`config.mk`:
```
export PLATFORM = sky130hd
export DESIGN_NAME = i2c_sensor_reg_target
export DESIGN_NICKNAME = d
export VERILOG_FILES = /design/src/rtl/i2c_pkg.sv /design/src/rtl/i2c_line_filter.sv /design/src/rtl/i2c_sensor_reg_target.sv
export SDC_FILE = /design/constraint.sdc
export NUM_CORES = 2
export LEC_CHECK = 0
export BUFFER_PORTS_ARGS = -buffer_cell sky130_fd_sc_hd__buf_2
export CAP_MARGIN = 20
export CORE_ASPECT_RATIO = 0.9
export CORE_MARGIN = 1.5
export CORE_UTILIZATION = 63
export DETAILED_ROUTE_END_ITERATION = 10
export PLACE_DENSITY = 0.82
export RECOVER_POWER = 100
export SYNTH_ARGS = -nofsm -noshare
export SYNTH_HDL_FRONTEND = slang
export SYNTH_HIERARCHICAL = 1
export SYNTH_SLANG_ARGS = --single-unit
```
`constraint.sdc`:
```
create_clock -name clk -period 4.7 [get_ports clk]
set_input_delay 0.705 -clock clk [delete_from_list [all_inputs] [get_ports clk]]
set_output_delay 0.705 -clock clk [all_outputs]
set_load 0.03 [all_outputs]
```
`src/rtl/i2c_pkg.sv`:
```
// ---------------------------------------------------------------------------
// i2c_pkg
// Shared definitions for the I2C/SCCB sensor register target:
//   - i2c_state_e : byte-level FSM states of the target
//   - I2C_ACK / I2C_NACK : SDA level of the acknowledge bit
//   - REG_STREAM / REG_SWRST : sub-addresses with side effects
// ---------------------------------------------------------------------------
package i2c_pkg;

    typedef enum logic [3:0] {
        IDLE    = 4'd0,
        DEV     = 4'd1,
        ACK_DEV = 4'd2,
        AH      = 4'd3,
        ACK_AH  = 4'd4,
        AL      = 4'd5,
        ACK_AL  = 4'd6,
        WR      = 4'd7,
        ACK_WR  = 4'd8,
        RD      = 4'd9,
        RD_ACK  = 4'd10
    } i2c_state_e;

    // SDA level seen on the 9th clock of a byte.
    localparam logic I2C_ACK  = 1'b0;
    localparam logic I2C_NACK = 1'b1;

    // Registers with side effects beyond the register file.
    localparam logic [15:0] REG_STREAM = 16'h0100;
    localparam logic [15:0] REG_SWRST  = 16'h0103;

endpackage

```
`src/rtl/i2c_line_filter.sv`:
```
// ---------------------------------------------------------------------------
// i2c_line_filter
// Conditions one asynchronous I2C pad input: 2-flop synchronizer, then a
// glitch filter that accepts a new level only after FILT_LEN consecutive
// equal samples, then edge detection. A pad edge shows up on level/rise/fall
// 2+FILT_LEN clk later. The idle bus level is high, so everything resets to 1.
//
// Ports:
//   clk   in   system clock
//   rst   in   asynchronous active-high reset
//   pin   in   raw pad input (asynchronous)
//   level out  filtered line level
//   rise  out  one-cycle pulse when level goes 0 -> 1
//   fall  out  one-cycle pulse when level goes 1 -> 0
// ---------------------------------------------------------------------------
module i2c_line_filter #(
    parameter int FILT_LEN = 3
) (
    input  logic clk,
    input  logic rst,
    input  logic pin,
    output logic level,
    output logic rise,
    output logic fall
);

    localparam int CW = (FILT_LEN > 1) ? $clog2(FILT_LEN) : 1;

    logic [1:0]    sync_q;
    logic [CW-1:0] cnt_q;

    always_ff @(posedge clk or posedge rst) begin
        if (rst) begin
            sync_q <= 2'b11;
            cnt_q  <= '0;
            level  <= 1'b1;
            rise   <= 1'b0;
            fall   <= 1'b0;
        end else begin
            sync_q <= {sync_q[0], pin};
            rise   <= 1'b0;
            fall   <= 1'b0;
            // cnt_q counts how many samples in a row have disagreed with the
            // accepted level; any agreeing sample restarts the count.
            if (sync_q[1] == level) begin
                cnt_q <= '0;
            end else if (cnt_q == CW'(FILT_LEN - 1)) begin
                cnt_q <= '0;
                level <= sync_q[1];
                rise  <= sync_q[1];
                fall  <= ~sync_q[1];
            end else begin
                cnt_q <= cnt_q + 1'b1;
            end
        end
    end

endmodule

```
`src/rtl/i2c_sensor_reg_target.sv`:
```
// ---------------------------------------------------------------------------
// i2c_sensor_reg_target
// I2C/SCCB target with a 16-bit sub-address and 8-bit data, emulating the
// register interface of an image sensor. Writes land in an internal byte
// register file (indexed by the low MEM_AW sub-address bits) and are also
// reported on wr_stb/wr_addr/wr_data. Reads return register-file contents.
// Sub-address auto-increments after every data byte (modulo 2**16).
//
// Ports:
//   clk        in   system clock (>= 20x SCL)
//   rst        in   asynchronous active-high reset
//   scl_i      in   SCL pad input
//   sda_i      in   SDA pad input
//   sda_oe     out  1 = pull SDA low, 0 = release
//   wr_stb     out  one-cycle pulse per data byte written
//   wr_addr    out  full 16-bit sub-address of the written byte
//   wr_data    out  written byte
//   stream_on  out  bit0 of last byte written to REG_STREAM
//   soft_rst   out  one-cycle pulse when REG_SWRST is written with bit0 = 1
//   busy       out  high from START to STOP
//   state_dbg  out  current FSM state
//
// wr_stb is a pure strobe: wr_addr/wr_data are valid only in the cycle
// wr_stb is high, there is no ready/back-pressure, and every write produces
// exactly one pulse. soft_rst, when it fires, coincides with that pulse.
// ---------------------------------------------------------------------------
module i2c_sensor_reg_target
    import i2c_pkg::*;
#(
    parameter logic [6:0] DEV_ADDR = 7'h36,
    parameter int         MEM_AW   = 8,
    parameter int         FILT_LEN = 3
) (
    input  logic        clk,
    input  logic        rst,
    input  logic        scl_i,
    input  logic        sda_i,
    output logic        sda_oe,
    output logic        wr_stb,
    output logic [15:0] wr_addr,
    output logic [7:0]  wr_data,
    output logic        stream_on,
    output logic        soft_rst,
    output logic        busy,
    output i2c_state_e  state_dbg
);

    // ---------------- input conditioning ----------------
    logic scl_lvl, scl_rise, scl_fall;
    logic sda_lvl, sda_rise, sda_fall;

    i2c_line_filter #(.FILT_LEN(FILT_LEN)) u_scl_filt (
        .clk   (clk),
        .rst   (rst),
        .pin   (scl_i),
        .level (scl_lvl),
        .rise  (scl_rise),
        .fall  (scl_fall)
    );

    i2c_line_filter #(.FILT_LEN(FILT_LEN)) u_sda_filt (
        .clk   (clk),
        .rst   (rst),
        .pin   (sda_i),
        .level (sda_lvl),
        .rise  (sda_rise),
        .fall  (sda_fall)
    );

    logic start_det;
    logic stop_det;
    assign start_det = sda_fall & scl_lvl;
    assign stop_det  = sda_rise & scl_lvl;

    // ---------------- state ----------------
    i2c_state_e  state_q;
    logic [3:0]  bit_cnt_q;
    logic [7:0]  rx_q;
    logic [7:0]  tx_q;
    logic [7:0]  ah_q;
    logic [15:0] sub_addr_q;
    logic        rw_q;
    // In ACK_* states: 0 = waiting for the fall that starts the ACK clock,
    // 1 = ACK is being driven. In RD_ACK: 1 = master acknowledged.
    logic        ack_ph_q;

    logic [7:0]  rx_byte;
    assign rx_byte = {rx_q[6:0], sda_lvl};

    // ---------------- register file ----------------
    // Not reset: contents survive rst, like the sensor's own registers.
    logic [7:0] mem [0:(1 << MEM_AW) - 1];
    logic [7:0] rd_byte;

    always_ff @(posedge clk) begin
        if (wr_stb) begin
            mem[wr_addr[MEM_AW-1:0]] <= wr_data;
        end
    end

    assign rd_byte   = mem[sub_addr_q[MEM_AW-1:0]];
    assign state_dbg = state_q;

    // ---------------- protocol FSM ----------------
    always_ff @(posedge clk or posedge rst) begin
        if (rst) begin
            state_q    <= IDLE;
            bit_cnt_q  <= 4'd0;
            rx_q       <= 8'd0;
            tx_q       <= 8'd0;
            ah_q       <= 8'd0;
            sub_addr_q <= 16'd0;
            rw_q       <= 1'b0;
            ack_ph_q   <= 1'b0;
            sda_oe     <= 1'b0;
            wr_stb     <= 1'b0;
            wr_addr    <= 16'd0;
            wr_data    <= 8'd0;
            stream_on  <= 1'b0;
            soft_rst   <= 1'b0;
            busy       <= 1'b0;
        end else begin
            wr_stb   <= 1'b0;
            soft_rst <= 1'b0;

            // STOP and START override whatever byte is in flight; a partial
            // byte is simply dropped because writes only happen on bit 8.
            if (stop_det) begin
                state_q <= IDLE;
                sda_oe  <= 1'b0;
                busy    <= 1'b0;
            end else if (start_det) begin
                state_q   <= DEV;
                busy      <= 1'b1;
                sda_oe    <= 1'b0;
                bit_cnt_q <= 4'd0;
                ack_ph_q  <= 1'b0;
            end else begin
                case (state_q)
                    // Receive states: shift on SCL rise, act on the 8th bit.
                    DEV, AH, AL, WR: begin
                        if (scl_rise) begin
                            rx_q <= rx_byte;
                            if (bit_cnt_q == 4'd7) begin
                                bit_cnt_q <= 4'd0;
                                ack_ph_q  <= 1'b0;
                                case (state_q)
                                    DEV: begin
                                        if (rx_byte[7:1] == DEV_ADDR) begin
                                            rw_q    <= rx_byte[0];
                                            state_q <= ACK_DEV;
                                        end else begin
                                            state_q <= IDLE;
                                        end
                                    end
                                    AH: begin
                                        ah_q    <= rx_byte;
                                        state_q <= ACK_AH;
                                    end
                                    AL: begin
                                        sub_addr_q <= {ah_q, rx_byte};
                                        state_q    <= ACK_AL;
                                    end
                                    default: begin
                                        wr_stb     <= 1'b1;
                                        wr_addr    <= sub_addr_q;
                                        wr_data    <= rx_byte;
                                        sub_addr_q <= sub_addr_q + 16'd1;
                                        if (sub_addr_q == REG_STREAM) begin
                                            stream_on <= rx_byte[0];
                                        end
                                        soft_rst <= (sub_addr_q == REG_SWRST) && rx_byte[0];
                                        state_q  <= ACK_WR;
                                    end
                                endcase
                            end else begin
                                bit_cnt_q <= bit_cnt_q + 4'd1;
                            end
                        end
                    end

                    // Target ACK: drive low on the fall after bit 8,
                    // release on the fall after the 9th clock.
                    ACK_DEV, ACK_AH, ACK_AL, ACK_WR: begin
                        if (scl_fall) begin
                            if (!ack_ph_q) begin
                                sda_oe   <= 1'b1;
                                ack_ph_q <= 1'b1;
                            end else begin
                                ack_ph_q  <= 1'b0;
                                sda_oe    <= 1'b0;
                                bit_cnt_q <= 4'd0;
                                case (state_q)
                                    ACK_DEV: begin
                                        if (rw_q) begin
                                            // First read bit goes out on this same fall.
                                            state_q   <= RD;
                                            tx_q      <= rd_byte;
                                            sda_oe    <= ~rd_byte[7];
                                            bit_cnt_q <= 4'd1;
                                        end else begin
                                            state_q <= AH;
                                        end
                                    end
                                    ACK_AH:  state_q <= AL;
                                    default: state_q <= WR;
                                endcase
                            end
                        end
                    end

                    // Transmit: bit_cnt_q counts bits already placed on SDA.
                    RD: begin
                        if (scl_fall) begin
                            if (bit_cnt_q == 4'd8) begin
                                sda_oe   <= 1'b0;
                                ack_ph_q <= 1'b0;
                                state_q  <= RD_ACK;
                            end else begin
                                sda_oe    <= ~tx_q[6];
                                tx_q      <= {tx_q[6:0], 1'b0};
                                bit_cnt_q <= bit_cnt_q + 4'd1;
                            end
                        end
                    end

                    RD_ACK: begin
                        if (scl_rise) begin
                            sub_addr_q <= sub_addr_q + 16'd1;
                            if (sda_lvl == I2C_NACK) begin
                                state_q <= IDLE;
                            end else begin
                                ack_ph_q <= 1'b1;
                            end
                        end else if (scl_fall && ack_ph_q) begin
                            ack_ph_q  <= 1'b0;
                            state_q   <= RD;
                            tx_q      <= rd_byte;
                            sda_oe    <= ~rd_byte[7];
                            bit_cnt_q <= 4'd1;
                        end
                    end

                    default: begin
                        sda_oe <= 1'b0;
                    end
                endcase
            end
        end
    end

endmodule
```
=== Word level (Yosys, flattened, before mapping) ===
Memory sizes are Yosys's and may differ from the RTL's.
Index checks and enable logic that the tools add are counted.
Widths: inputs -> output; s select.

* RAM bits: 2048
* Logic and storage cells: 210
* Memories kept: 1
* Bits in registers: 91

* Mux-type cells: 92
* Bitwise gates (word level): 11
* Add/sub/neg operators: 4
* Reductions and logical operators: 24
* Equality and inequality tests: 53

{| class="wikitable"
|+ Memory list
! memory !! words !! width !! rd ports !! clocked after Yosys merged registers in !! wr ports !! line !! text
|-
| mem || 256 || 8 || 1 || 0 || 1 || i2c_sensor_reg_target.sv:92 || <nowiki>logic [7:0] mem [0:(1 << MEM_AW) - 1];</nowiki>
|}

{| class="wikitable"
|+ Operators by type and width
! cell !! count
|-
| $mux 4 || 21
|-
| $pmux 16 s2 || 2
|-
| $mux 7 || 8
|-
| $mux 16 || 3
|-
| $mux 1 || 46
|-
| $eq 16x9->1 const B || 2
|-
| $pmux 4 s4 || 2
|-
| $reduce_and 9->1 || 3
|-
| $ne 4x4->1 const B || 6
|-
| $ne 3x3->1 const B || 7
|-
| $pmux 7 s3 || 1
|-
| $reduce_and 7->1 || 3
|-
| $eq 4x3->1 const B || 5
|-
| $add 16x1->16 const B || 1
|-
| $eq 4x4->1 const B || 4
|-
| $ne 2x2->1 const B || 8
|-
| $ne 4x3->1 const B || 4
|-
| $pmux 4 s3 || 1
|-
| $reduce_and 6->1 || 2
|-
| $reduce_and 11->1 || 1
|-
| $mux 2 || 5
|-
| $ne 5x4->1 const B || 2
|-
| $ne 3x2->1 const B || 3
|-
| $not 1->1 || 9
|-
| 22 further kinds || 35
|}

=== Longest topological paths before layout ===
An unclocked memory read counts as a cell.

* Word-level depth: 9
* Mapped depth: 12

=== By module ===
The synthesis kept the hierarchy.

{| class="wikitable"
|+ Modules (own cells, without submodules)
! module !! area each (µm²) !! instances !! seq. area each (µm²) !! cells each
|-
| i2c_sensor_reg_target || 83862.9 || 1 || 63425.8 || 4329
|-
| i2c_line_filter || 247.7 || 2 || 178.9 || 15
|}

=== Worst setup path after synthesis ===
No wires, ideal clock.

* Path type: reg2reg
* Start point: register wr_data[0]
* End point: memory mem[0][0], data pin
* Path slack: 0.498 ns
* Stages on the path, launching flop included: 1
* Data arrival time: 3.362 ns
* Path buffers: 0
* Cells stage by stage: dfrtp_1

{| class="wikitable"
|+ RTL lines
! element !! line !! text
|-
| start: declaration || i2c_sensor_reg_target.sv:41 || <nowiki>output logic [7:0] wr_data,</nowiki>
|-
| start signal: assignment || i2c_sensor_reg_target.sv:167 || <nowiki>wr_data <= rx_byte;</nowiki>
|-
| end: declaration || i2c_sensor_reg_target.sv:92 ||
|}

No word-level cell before the write port.

=== Worst setup path after layout ===
* Start point: register sub_addr_q[3]
* End point: register sda_oe

* Cells in the longest elaborated chain, start to end: 9
* Elaborated cells between the ends (all ways): 11
* Classes of those cells: mux: 9; bitwise: 1; memory: 1

{| class="wikitable"
|+ Ends and longest elaborated chain
! element !! line !! text
|-
| start: declaration || i2c_sensor_reg_target.sv:81 || <nowiki>logic [15:0] sub_addr_q;</nowiki>
|-
| start signal: assignment || i2c_sensor_reg_target.sv:161 || <nowiki>sub_addr_q <= {ah_q, rx_byte};</nowiki>
|-
| start signal: assignment || i2c_sensor_reg_target.sv:168 || <nowiki>sub_addr_q <= sub_addr_q + 16'd1;</nowiki>
|-
| start signal: assignment || i2c_sensor_reg_target.sv:229 || <nowiki>sub_addr_q <= sub_addr_q + 16'd1;</nowiki>
|-
| $mem_v2 256x8 (*) || n/a ||
|-
| $not 1->1 (*) || i2c_sensor_reg_target.sv:199, i2c_sensor_reg_target.sv:239 ||
|-
| $mux 1 || i2c_sensor_reg_target.sv:195 || <nowiki>if (rw_q) begin</nowiki>
|-
| $mux 1 || i2c_sensor_reg_target.sv:193 || <nowiki>case (state_q)</nowiki>
|-
| $mux 1 || i2c_sensor_reg_target.sv:186 || <nowiki>if (!ack_ph_q) begin</nowiki>
|-
| $mux 1 || i2c_sensor_reg_target.sv:185 || <nowiki>if (scl_fall) begin</nowiki>
|-
| $pmux 1 s4 (*) || i2c_sensor_reg_target.sv:139 || <nowiki>case (state_q)</nowiki>
|-
| $mux 1 (*) || i2c_sensor_reg_target.sv:132 || <nowiki>end else if (start_det) begin</nowiki>
|-
| $mux 1 (*) || i2c_sensor_reg_target.sv:128 || <nowiki>if (stop_det) begin</nowiki>
|-
| end signal: assignment || i2c_sensor_reg_target.sv:199 || <nowiki>sda_oe <= ~rd_byte[7];</nowiki>
|-
| end signal: assignment || i2c_sensor_reg_target.sv:220 || <nowiki>sda_oe <= ~tx_q[6];</nowiki>
|-
| end signal: assignment || i2c_sensor_reg_target.sv:239 || <nowiki>sda_oe <= ~rd_byte[7];</nowiki>
|-
| end: declaration || i2c_sensor_reg_target.sv:38 || <nowiki>output logic sda_oe,</nowiki>
|}

Mark *: on every way between the ends. The rest lies on a longest branch, timed or not. The select of a mux whose other input is x is not followed.
A chain may end at the register's enable or synchronous reset.

==> qor.yml <==
status:
  status: "finished, violations left"
  violations: "capacitance limit, slew limit"
timing:
  finClkSkew_ps: 44.1
  final-hold-violation-count: 0
  final.setup.tns_ps: 0
  timing.fmax_mhz: 214
  fin_hold_ws_ps: 358
  min_period_ps: 4660
  max_slew.worst_pin.slew_ps: 3360
  finalSetupViolCount: 0
  slew_viol_final: 1789
  rsz0062_at_grt: "no"
  slew_headroom_pct: -124
  final.period_utilization_pct: 99.2
layout:
  post-route-util_pct: 69.8
  drive_gt1_share_pct: 18.7
  area_growth_syn_to_layout_pct: 10.1
  final_nets: 4481
floorplanning:
  die_x_um: 389
  row_count: 127
  die_h_um: 350
  io_pins: 37
  fp.dieArea_mm2: 0.136
  initial_core_util_pct: 63.4
  coreArea_mm2: 0.133
critical_path:
  startpoint_type: "flip-flop"
  crit_fanout: 32
  crit_top_cell: "nand4_1"
  slowest_delay_ps: 930
  arrival_ps: 5390
  crit_buf_inv: 2
  critical_path.slowest_cell: "a211oi_1"
  cp-end-kind: "flip-flop"
  cp_cell_sequence: "buf_4, nor2b_2, buf_8, a22oi_1, nand4_1, nand4_1, a211oi_1, nor3_1, o221ai_1"
  path_class: "flip-flop to flip-flop"
  critPathTopFamily: "simple AND/OR/NAND/NOR gates"
  worst-endpoint-required_ps: 5420
flow_run:
  maxCapViolations: 23
cts:
  root_buffer: "clkbuf_16"
  numCtsBuffers: 196
  cts_setup_buffers: 0
  path_clk_slew_ps: 60
  cts_tree: "yes"
  cts_buffer_depth: 3
  clk_latency_ps: 850
  htree_levels: 4
  clock_sinks: 2139
power:
  p_per_area_mw_per_mm2: 438
  ir_drop_v: 0.000334
  p_leak_uw: 0.0286
drt:
  dr.pass1.iters: 8
  vias_per_cell: 7.31
  ant_nets: 0
  vias: 46671
  drtIter0Drc: 8630
  drc_errors: 0
  wirelength_mm: 229
  wl_per_cell_um: 35.9
yosys:
  synth_cell_type_count: 74
  yosysWarningCount: 6
  ys_ff_latch: 2139
  synth_ff_type: "edfxtp_1"
  syn_inst: 4359
  ys_seq_area_share_pct: 75.6
  syn-mean-instance-area_um2: 19.4
  synth.net_count: 4367
  synth_edf_count: 2048
  netlist_area_mm2: 0.0844
  synth_async_sr_flop_share_pct: 4.25
global_route:
  grt_pass1_wl_mm: 327
  grt_max_degree: 192
  grt_overflow: 0
  grt_pass1_vias: 45546
  track_usage_pct: 34.1
  antenna_found_initial: 8
placement:
  gp_congestion: 0.998
  portBuffers: 36
  place_hpwl_mm: 140
min_path:
  hold_class: "flip-flop to flip-flop"
flip-flops by register name, indices dropped and copies added, names as in the netlist, 4 cells and up:
register,cells
wr_addr,16
rx_q,7
bit_cnt_q,4
mem,2048
state_dbg,4
ah_q,8
wr_data,8
tx_q,7
sub_addr_q,16
final timing paths:
kind | cells past startpoint | slack (ps) | end | start
worst max-delay path | 9 | 40 | sda_oe | sub_addr_q[3]
worst min-delay path | 0 | 360 | u_scl_filt/sync_q[1] | u_scl_filt/sync_q[0]
worst max register to register | 9 | 40 | sda_oe | sub_addr_q[3]
worst min register to register | 0 | 360 | u_scl_filt/sync_q[1] | u_scl_filt/sync_q[0]
max in group asynchronous | 4 | 1060 | wr_data[2] | rst
min in group asynchronous | 3 | 400 | u_sda_filt/fall | rst
power by group:
part | total [uW] | switching, uW | internal (uW)
Sequential | 21000 | 283 | 20700
Clock | 15900 | 7090 | 8780
Combinational | 3810 | 2270 | 1540
area by class of cell:
class / count / area (um2)
flip-flops and latches: 2139 / 63800
fillers: 7611 / 40200
multi-input cells: 1937 / 19100
clock buffers: 245 / 5130
well taps: 1741 / 2180
repair buffers: 183 / 1370
clock inverters: 118 / 1190
inverters: 16 / 66.3
diodes: 6 / 15.0
cells by family (layout without fill, tap and decap cells):
logic type      count (synthesis)  after routing  synth area share (%)
flops                        2139           2139                  75.6
simple gates                  784            784                  4.21
mux                           726            726                  14.9
compound gates                421            421                  3.41
buf+inv                       283            562                  1.75
fa+ha+maj                       4              4                0.0593
xor+xnor                        2              2                0.0208
other cells                     0              6                     0
cell usage after synthesis (4+ instances only):
| cell type | count | area, um2 |
|---|---|---|
| edfxtp_1 | 2048 | 61500 |
| mux4_2 | 423 | 9530 |
| nor2_1 | 326 | 1220 |
| mux2i_1 | 270 | 2700 |
| nand2_1 | 197 | 739 |
| clkbuf_1 | 110 | 413 |
| dfrtp_1 | 85 | 2130 |
| nand3_1 | 85 | 425 |
| o21ai_0 | 79 | 395 |
| a22oi_1 | 76 | 571 |
| buf_2 | 73 | 365 |
| a21oi_1 | 57 | 285 |
| buf_4 | 55 | 413 |
| o22ai_1 | 42 | 263 |
| a221oi_1 | 33 | 289 |
| nor3_1 | 33 | 165 |
| mux2_2 | 31 | 349 |
| a31oi_1 | 28 | 175 |
| nand4_1 | 26 | 163 |
| nor2b_1 | 26 | 163 |
| buf_6 | 15 | 169 |
| nor4_1 | 15 | 93.8 |
| o211ai_1 | 15 | 113 |
| o221ai_1 | 14 | 123 |
| a211oi_1 | 13 | 97.6 |
| buf_1 | 13 | 48.8 |
| and2_1 | 12 | 75.1 |
| and3_1 | 11 | 68.8 |
| inv_1 | 11 | 41.3 |
| o22a_1 | 10 | 87.6 |
| a22o_1 | 9 | 78.8 |
| nand2b_1 | 9 | 56.3 |
| a32oi_1 | 8 | 70.1 |
| nor3b_1 | 7 | 52.6 |
| or2_2 | 7 | 43.8 |
| dfstp_2 | 6 | 158 |
| o2111ai_1 | 6 | 52.6 |
| nand3b_1 | 5 | 37.5 |
| nand4b_1 | 5 | 43.8 |
| o21a_1 | 5 | 37.5 |
| or3_1 | 5 | 31.3 |
| a311oi_1 | 4 | 35.0 |
| ha_1 | 4 | 50.1 |
| nand4bb_1 | 4 | 45.0 |
timing repair:
item / 4_1_cts / 5_1_grt
hold buffers: 3 / 0
gates resized for setup: 0 / 0
endpoints found under the hold margin: 10 / 0
layer usage:
| layer | share of wire (%) | routed length, um | global-route usage (%) |
|---|---|---|---|
| met5 | 0.043 | 99 | 0 |
| met4 | 5.2 | 11800 | 14.8 |
| met3 | 17 | 38000 | 13.3 |
| met2 | 44 | 102000 | 50.2 |
| met1 | 34 | 77600 | 45.9 |
cell usage in the layout, fill, tap and decap left out, drive strengths merged, types with 76 or more instances in the layout:
cell	Yosys	layout
clkbuf	111	328
mux2i	270	270
edfxtp	2048	2048
a22oi	76	76
nor2	326	326
nand3	85	85
dfrtp	85	85
mux4	423	423
clkinv	3	85
nand2	197	197
o21ai	80	80
buf	156	97
per-stage QoR:
stage | total power (uW) | instance area, um2 | setup WS, ps | std cells
CTS | 40600 | 93100 | 454 | 6372
global route | 41500 | 92800 | 240 | 6379
detailed placement | 25100 | 86700 | 593 | 6006
finish | 40600 | 92800 | 35.9 | 6385
global placement | 25000 | 86700 | 673 | 6003
floorplan | 24200 | 84400 | 498 | 4359
No activity file was read; power rests on OpenSTA's default activity.
